File: src/rtl/cajero_pkg.sv
// Shared types and constants for the cashier transaction sequencer.
// The optional inactivity timeout (CAJERO_TIMEOUT_EN) lives in cajero_control.
package cajero_pkg;

   localparam int ANCHO_BALANCE = 64;
   localparam int ANCHO_MONTO   = 32;
   localparam int ANCHO_PIN     = 16;
   localparam int DIGITOS_PIN   = 4;
   localparam int MAX_INTENTOS  = 3;

   localparam logic TIPO_DEPOSITO = 1'b0;
   localparam logic TIPO_RETIRO   = 1'b1;

   typedef enum logic [2:0] {
      IDLE,
      PIN,
      VALIDA,
      MONTO,
      EJECUTA,
      BLOQUEO
   } estado_t;

   // Deposit add that clamps at all-ones instead of wrapping.
   function automatic logic [ANCHO_BALANCE-1:0] suma_saturada(
      input logic [ANCHO_BALANCE-1:0] a,
      input logic [ANCHO_MONTO-1:0]   b
   );
      logic [ANCHO_BALANCE:0] s;
      s = {1'b0, a} + {{(ANCHO_BALANCE-ANCHO_MONTO+1){1'b0}}, b};
      return s[ANCHO_BALANCE] ? '1 : s[ANCHO_BALANCE-1:0];
   endfunction

endpackage

File: src/rtl/cajero_pin_captura.sv
// PIN digit capture: shift register plus digit counter, cleared by the controller.
module cajero_pin_captura
   import cajero_pkg::*;
(
   input  logic                 clock,
   input  logic                 reset,
   input  logic                 limpiar,
   input  logic                 captura_en,
   input  logic                 digito_stb,
   input  logic [3:0]           digito,
   output logic [ANCHO_PIN-1:0] pin_capturado,
   output logic                 pin_completo
);

   localparam int ANCHO_CUENTA = $clog2(DIGITOS_PIN + 1);

   logic [ANCHO_CUENTA-1:0] cuenta;

   always_ff @(posedge clock or posedge reset) begin
      if (reset) begin
         cuenta        <= '0;
         pin_capturado <= '0;
      end else if (limpiar) begin
         cuenta        <= '0;
         pin_capturado <= '0;
      end else if (captura_en && digito_stb) begin
         cuenta        <= cuenta + 1'b1;
         pin_capturado <= {pin_capturado[ANCHO_PIN-5:0], digito};
      end
   end

   // High while the final digit is being accepted, so the controller leaves PIN on that same edge.
   assign pin_completo = captura_en && digito_stb &&
                         (cuenta == ANCHO_CUENTA'(DIGITOS_PIN - 1));

endmodule

File: src/rtl/cajero_control.sv
// Cashier transaction sequencer: card, PIN check with lockout, one deposit/withdrawal.
// Define CAJERO_TIMEOUT_EN to abandon PIN/MONTO after TIMEOUT_CICLOS idle cycles.
//
// state   | meaning
// IDLE    | waiting for a card; loads balance_inicial on acceptance
// PIN     | collecting keypad digits
// VALIDA  | comparing captured PIN, updating attempt count
// MONTO   | waiting for amount strobe
// EJECUTA | applying deposit/withdrawal to balance
// BLOQUEO | locked out until reset
module cajero_control
   import cajero_pkg::*;
#(
   parameter int TIMEOUT_CICLOS = 1000
) (
   input  logic                     clock,
   input  logic                     reset,
   input  logic                     tarjeta_recibida,
   input  logic                     tipo_trans,
   input  logic                     digito_stb,
   input  logic [3:0]               digito,
   input  logic [ANCHO_PIN-1:0]     pin,
   input  logic [ANCHO_BALANCE-1:0] balance_inicial,
   input  logic [ANCHO_MONTO-1:0]   monto,
   input  logic                     monto_stb,
   output logic [ANCHO_BALANCE-1:0] balance,
   output logic                     balance_actualizado,
   output logic                     entregar_dinero,
   output logic                     pin_incorrecto,
   output logic                     advertencia,
   output logic                     bloqueo,
   output logic                     fondos_insuficientes
);

   localparam int ANCHO_INTENTOS = $clog2(MAX_INTENTOS + 1);

   estado_t                    estado;
   logic [ANCHO_INTENTOS-1:0]  intentos;
   logic [ANCHO_MONTO-1:0]     monto_reg;
   logic                       tipo_reg;
   logic [ANCHO_PIN-1:0]       pin_capturado;
   logic                       pin_completo;
   logic [ANCHO_BALANCE-1:0]   monto_ext;

   assign monto_ext = {{(ANCHO_BALANCE-ANCHO_MONTO){1'b0}}, monto_reg};

   cajero_pin_captura u_pin_captura (
      .clock         (clock),
      .reset         (reset),
      .limpiar       ((estado == IDLE) || (estado == VALIDA)),
      .captura_en    (estado == PIN),
      .digito_stb    (digito_stb),
      .digito        (digito),
      .pin_capturado (pin_capturado),
      .pin_completo  (pin_completo)
   );

`ifdef CAJERO_TIMEOUT_EN
   localparam int ANCHO_TIMER = $clog2(TIMEOUT_CICLOS + 1);
   localparam logic [ANCHO_TIMER-1:0] CARGA_TIMER = ANCHO_TIMER'(TIMEOUT_CICLOS - 1);

   logic [ANCHO_TIMER-1:0] timer;
   logic                   expira;

   assign expira = (timer == '0);
`endif

   always_ff @(posedge clock or posedge reset) begin
      if (reset) begin
         estado               <= IDLE;
         intentos             <= '0;
         monto_reg            <= '0;
         tipo_reg             <= TIPO_DEPOSITO;
         balance              <= '0;
         balance_actualizado  <= 1'b0;
         entregar_dinero      <= 1'b0;
         pin_incorrecto       <= 1'b0;
         advertencia          <= 1'b0;
         bloqueo              <= 1'b0;
         fondos_insuficientes <= 1'b0;
`ifdef CAJERO_TIMEOUT_EN
         timer                <= '0;
`endif
      end else begin
         balance_actualizado  <= 1'b0;
         entregar_dinero      <= 1'b0;
         pin_incorrecto       <= 1'b0;
         fondos_insuficientes <= 1'b0;

         case (estado)
            IDLE: begin
               advertencia <= 1'b0;
               if (tarjeta_recibida) begin
                  balance <= balance_inicial;
                  estado  <= PIN;
`ifdef CAJERO_TIMEOUT_EN
                  timer   <= CARGA_TIMER;
`endif
               end
            end

            PIN: begin
`ifdef CAJERO_TIMEOUT_EN
               if (digito_stb)  timer  <= CARGA_TIMER;
               else if (expira) estado <= IDLE;
               else             timer  <= timer - 1'b1;
`endif
               if (pin_completo) estado <= VALIDA;
            end

            VALIDA: begin
               if (pin_capturado == pin) begin
                  intentos    <= '0;
                  advertencia <= 1'b0;
                  estado      <= MONTO;
               end else begin
                  pin_incorrecto <= 1'b1;
                  intentos       <= intentos + 1'b1;
                  if (intentos == ANCHO_INTENTOS'(MAX_INTENTOS - 1)) begin
                     bloqueo <= 1'b1;
                     estado  <= BLOQUEO;
                  end else begin
                     if (intentos == ANCHO_INTENTOS'(1)) advertencia <= 1'b1;
                     estado <= PIN;
                  end
               end
`ifdef CAJERO_TIMEOUT_EN
               timer <= CARGA_TIMER;
`endif
            end

            MONTO: begin
               if (monto_stb) begin
                  monto_reg <= monto;
                  tipo_reg  <= tipo_trans;
                  estado    <= EJECUTA;
               end
`ifdef CAJERO_TIMEOUT_EN
               else if (expira) estado <= IDLE;
               else             timer  <= timer - 1'b1;
`endif
            end

            EJECUTA: begin
               if (tipo_reg == TIPO_RETIRO) begin
                  if (monto_ext > balance) begin
                     fondos_insuficientes <= 1'b1;
                  end else begin
                     balance             <= balance - monto_ext;
                     entregar_dinero     <= 1'b1;
                     balance_actualizado <= 1'b1;
                  end
               end else begin
                  balance             <= suma_saturada(balance, monto_reg);
                  balance_actualizado <= 1'b1;
               end
               estado <= IDLE;
            end

            BLOQUEO: estado <= BLOQUEO;

            default: estado <= IDLE;
         endcase
      end
   end

endmodule

File: config.mk
export PLATFORM = sky130hd
export DESIGN_NAME = cajero_control
export DESIGN_NICKNAME = d
export VERILOG_FILES = /design/src/rtl/cajero_pkg.sv /design/src/rtl/cajero_pin_captura.sv /design/src/rtl/cajero_control.sv
export SDC_FILE = /design/constraint.sdc
export NUM_CORES = 1
export LEC_CHECK = 0
export CELL_PAD_IN_SITES_DETAIL_PLACEMENT = 1
export CELL_PAD_IN_SITES_GLOBAL_PLACEMENT = 2
export CORE_UTILIZATION = 32
export DETAILED_ROUTE_END_ITERATION = 6
export GPL_TIMING_DRIVEN = 1
export HOLD_SLACK_MARGIN = 0.12
export PLACE_DENSITY_LB_ADDON = 0.05
export SLEW_MARGIN = 15
export SYNTH_ARGS = -nofsm -noshare
export SYNTH_HDL_FRONTEND = slang
export SYNTH_SLANG_ARGS = --single-unit
File: constraint.sdc
create_clock -name clock -period 5.69 [get_ports clock]
set_input_delay 1.138 -clock clock [delete_from_list [all_inputs] [get_ports clock]]
set_output_delay 1.138 -clock clock [all_outputs]
set_load 0.005 [all_outputs]
# After elaboration in Yosys (flattened, before gate mapping)
# Cells that the tools add are included.
# totals
reg_bits	127
inputBits	122
output_inout_bits	70
word_cells	76
# classes
add_sub_neg	4
order_cmp	1
n_eq_ne	15
mux	30
n_bitwise	1
n_reduce_logical	12
# ops
cell	n
$mux 64	4
$pmux 64 s2	1
$add 64x32->65	1
$gt 32x64->1	1
$sub 64x32->64	1
$mux 16	2
$mux 3	7
$eq 16x16->1	1
$pmux 3 s5	1
$mux 1	13
$reduce_and 3->1	4
$eq 3x2->1 const B	3
$eq 3x3->1 const B	2
$ne 2x2->1 const B	3
$ne 3x3->1 const B	2
$reduce_bool 2->1	3
$add 3x1->3 const B	1
$eq 3x1->1 const B	1
$logic_not 3->1	1
$ne 3x1->1 const B	1
$add 2x1->2 const B	1
$eq 2x1->1 const B	1
$eq 2x2->1 const B	1
$logic_and 1x1->1	2
other kinds (5)	5

# Logic depth before layout (Yosys ltp)
# depth
depth_word	5
mapped_depth	14
depth_no_buf	13

# By module
# Synthesis repeated with hierarchy kept, for this count alone.
# unflattened
cells_unflattened	1472
hier_area_um2	11628.7
# modules_own_cells
mod	instances	cells_each	area_each_um2	seq_area_each_um2
cajero_control	1	1396	10716.5	2702.6
cajero_pin_captura	1	76	912.1	475.5

# Worst setup path after synthesis
# Ideal clock, no wire load.
# synth_timing
path_type	register -> register
start	reg balance[0]
end	reg balance[41]
setup_time_ns	0.126
arrival_time_ns	2.930
t_required_ns	5.564
slack_ns	2.634
stages_incl_launch_ff	14
path_buffers	1
period_less_slack_ns	3.056
cell_sequence	dfrtp_1 -> ha_1 -> fa_1 -> nor2b_1 -> o211ai_1 -> a211oi_2 -> o311ai_2 -> a21o_2 -> a21oi_2 -> a31o_1 -> buf_6 -> a311o_1 -> a21oi_1 -> a21oi_1
# synth_between
elab_chain_len	4
elab_cells_between_ends	9
cone_classes	add/sub (2); order compare (1); eq/ne (1); mux (4); reduce/logical (1)
# synth_lines
element	line	text
start: declaration	cajero_control.sv:26	output logic [ANCHO_BALANCE-1:0] balance,
start signal: assignment	cajero_control.sv:94	balance <= balance_inicial;
start signal: assignment	cajero_control.sv:149	balance <= balance - monto_ext;
start signal: assignment	cajero_control.sv:154	balance <= suma_saturada(balance, monto_reg);
$add 64x32->65 / $sub 64x32->64 (equally long branches)	cajero_pkg.sv:29, cajero_control.sv:149	
$mux 64, on equally long branches	cajero_pkg.sv:30, cajero_control.sv:146	
$mux 64	cajero_control.sv:145	if (tipo_reg == TIPO_RETIRO) begin
$pmux 64 s2	cajero_control.sv:90	case (estado)
# Several ways; a longest one is shown, not always the timed one. The select of a mux whose other input is x is not followed.
# A chain may end at the register's enable or synchronous reset.

# Worst setup path in the final report
# layout_timing
start	reg balance[15]
end	reg balance[35]
# The elaborated chain is that of the path after synthesis.

==> results summary <==
The run finished with clean final reports. The library cell used most frequently in the layout, excluding fill and tap cells, is sky130_fd_sc_hd__clkdlybuf4s50_1. The iteration count of the initial detailed-routing pass came out at 5.

In this run the clock root is driven by a sky130_fd_sc_hd__clkbuf_16. STA classifies the critical path startpoint as a flop. The internal reg-to-reg setup slack is roughly 1.5 ns. The repair_antennas step left the layout with diodes totalling 0. The top flip-flop cell by instance count after synthesis is sky130_fd_sc_hd__dfrtp_1.

Summing the sequential cell areas from Yosys gives just under 30% of the chip area. The clock latency at the later pin of the worst-skew pair came out at 0.46 ns. The CTS tree is yes. The wire length per cell after detailed routing came out at 21.8 um. The critical path is of the reg -> reg type. The post-synth net total came out at 1,533. The number of flip-flops in the largest register came out at 64. The final-report max-slew violation count came out at 0. The fraction of registers with async set/reset is 100%. Setup repair after global routing left no endpoint under its margin.

The placed instance area is 0.0130 mm2. The final design area excluding fillers is 0.0137 mm2. Along the worst hold path, the cell count comes to 1. The number of sinks handled by clock tree synthesis came out at 127. The shortest clock period the worst path allows after layout is between 4 and 5 ns. A synthesized cell averages 8.08 um2. Of all nets on the critical path, the largest fanout is 60. The number of synthesized flops with an enable pin came out at 0.

The relative max-transition margin is 26.1%. The total DRC errors in the routed layout came out at 0. The number of antenna violations at the first check in global routing came to 0. Cells fill 40.9% of the core in the end.

For hold timing, the worst endpoint is bloqueo. The total negative slack for setup checks came out at 0 ns. After synthesis the netlist holds a flip-flop and latch count of between 100 and 150. The met3 wire length came out at 1.68 mm.

The wire length of the first global-routing pass is 66.1 mm. The count of vias placed by the detailed router came out at 10,900. The antenna violation net count after detailed routing came out at 0. The detailed route wirelength on metal2 is 19.2 mm. Port buffering added 191 buffers. Static timing analysis puts the maximum clock frequency at 0.238 GHz. The die boundary height came out at 186 um. For this design, the CTS-stage hold fixing added 0 buffers. Routability-driven placement finished with a final weighted congestion of 0.907.

The number of global-route vias before repair is between 10,000 and 15,000. VDD sags by at most 0.313 mV. Power spread over the standard cell area amounts to 586 mW/mm2. Setup slack closes at 1.49 ns. The overall track demand over capacity in global routing came out at 25.2%.

The layout overhead on the synthesized area came out at 26.2%. The number of gates resized after CTS is 0. The total routed wirelength came out at 42.2 mm. The library cells used most frequently in the layout, excluding fill and tap cells, are sky130_fd_sc_hd__clkdlybuf4s50_1, sky130_fd_sc_hd__nand2_1, sky130_fd_sc_hd__dfrtp_1, sky130_fd_sc_hd__a21oi_1, sky130_fd_sc_hd__nor2_1. The number of cells on the worst reg-to-reg path came out at 10. The fraction of layout cells with a size suffix above 1 came out at 8.25%.

The leakage power total is 5.43 nW. The highest metal layer with signal wires is met4. The clock tree buffer depth came out at 2. In this run the critical register-to-register path is launched from balance[15]. The startpoint of the worst hold path is bloqueo. The max-cap check violation count came out at 0.

Data on the critical path is required at its endpoint by about 6 ns. The worst register-to-register path ends at balance[35]. The area of the mapped netlist came out at 0.0108 mm2. In the routed layout, each cell is associated on average with a via count of 5.60. The total CTS buffers came out at 17. The global-route congestion overflow total came out at 0.

The number of synthesis warnings is 0. Dividing the final minimum period by the clock period gives 73.8%. Entering global routing, the biggest net connects 71 pins. The buffer count from post-CTS setup fixing is 0. The clock-pin slew on the worst setup and hold paths came out at 0.07 ns. The I/O pin count came out at between 150 and 200. The width of the die came out at 186 um. Setup violations remaining at the end of the flow were counted as 0. The net count of the finished layout came out at 1,670. The cell count after synthesis came out at 1,341.

The tightest min-delay check is of the reg -> reg type. The CTS H-tree depth came out at 4. For the worst setup path, the data arrival time is 4.48 ns.

The total count of hold-check failures in the final report was 0. The worst setup path is captured at a flop. The initial utilization of the core area, before any placement, comes to roughly 32%. The full die area is 0.0346 mm2.

The placed wire-length estimate after detailed placement came out at 31.6 mm. The core footprint is 0.0334 mm2. The slew at the pin with the worst max-slew slack is between 1 and 1.5 ns. The number of DRC markers after the initial detailed-route iteration came out at 477. The worst setup slack before clock tree synthesis is 1.49 ns. The total power of the final layout is 8.01 mW. The floorplan has 67 rows.

The worst clock skew came out at 0.0139 ns. In this run, distinct cell masters in the synthesized netlist total just over 90. The detailed-routing wirelength on met1 is 20.5 mm.
## worst max-delay path by stage
stage          depth (start not counted)     endpoint     startpoint
2_1_floorplan                          1  advertencia          reset
3_3_place_gp                          11  balance[53]    balance[11]
3_5_place_dp                          10  balance[35]    balance[18]
4_1_cts                               10  balance[35]    balance[15]
5_1_grt                               12  balance[53]  monto_reg[11]
6_report                              10  balance[35]    balance[15]
## per-layer routing
| layer | track usage (%) | vias up |
|---|---|---|
| li1 | - | 5186 |
| met2 | 40.1 | 233 |
| met1 | 34.7 | 5395 |
| met3 | 4.17 | 46 |
| met5 | 0 | - |
| met4 | 7.84 | 0 |
## metrics by stage
| step | hold slack, ns | std cells |
|---|---|---|
| finish | 0.477 | 1939 |
| global route | 0.512 | 1939 |
| CTS | 0.486 | 1939 |
| detailed placement | 0.459 | 1907 |
| global placement | 0.450 | 1907 |
| floorplan | 0.451 | 1341 |
## final cells by class
class                   instances  area, um2
fillers                      3960      19800
multi-input cells            1059       7010
flip-flops and latches        127       3180
repair buffers                202       2020
well taps                     448        561
clock buffers                  18        429
inverters                      71        272
clock inverters                14        205
## power by group
| group | switching (mW) | internal [mW] | total (mW) |
|---|---|---|---|
| Sequential | 0.609 | 1.28 | 1.89 |
| Clock | 0.504 | 0.744 | 1.25 |
| Combinational | 2.86 | 2.01 | 4.88 |
## Yosys cell counts (21+ instances only)
| master | instances | area share, % |
|---|---|---|
| sky130_fd_sc_hd__nand2_1 | 153 | 5.3 |
| sky130_fd_sc_hd__dfrtp_1 | 127 | 29 |
| sky130_fd_sc_hd__a21oi_1 | 102 | 4.7 |
| sky130_fd_sc_hd__nor2_1 | 95 | 3.3 |
| sky130_fd_sc_hd__o21ai_0 | 92 | 4.2 |
| sky130_fd_sc_hd__ha_1 | 68 | 7.9 |
| sky130_fd_sc_hd__inv_1 | 68 | 2.4 |
| sky130_fd_sc_hd__clkbuf_1 | 49 | 1.7 |
| sky130_fd_sc_hd__xnor2_1 | 44 | 3.6 |
| sky130_fd_sc_hd__nor3_1 | 42 | 1.9 |
| sky130_fd_sc_hd__o22ai_1 | 39 | 2.3 |
| sky130_fd_sc_hd__mux2_2 | 34 | 3.5 |
| sky130_fd_sc_hd__nand3_1 | 32 | 1.5 |
| sky130_fd_sc_hd__buf_2 | 23 | 1.1 |
| sky130_fd_sc_hd__nor4_1 | 21 | 1.2 |
## cells by family after synthesis
| family | share of synthesized area [%] |
|---|---|
| compound gates | 26.4 |
| mux | 4.55 |
| buf+inv | 6.08 |
| xor+xnor | 4.53 |
| simple gates | 20.9 |
| fa+ha+maj | 8.22 |
| flops | 29.3 |
## worst max-delay path: stages, from the launching register on
cell	delay, ns
sky130_fd_sc_hd__dfrtp_1	0.42
sky130_fd_sc_hd__ha_1	0.60
sky130_fd_sc_hd__nand4_1	0.31
sky130_fd_sc_hd__nor4_1	0.32
sky130_fd_sc_hd__o211ai_1	0.17
sky130_fd_sc_hd__nand4_1	0.24
sky130_fd_sc_hd__o21a_2	0.35
sky130_fd_sc_hd__o21ai_4	0.27
sky130_fd_sc_hd__buf_12	0.29
sky130_fd_sc_hd__a211oi_1	0.87
sky130_fd_sc_hd__a21oi_1	0.17
Power figures use the tool's default switching activity.
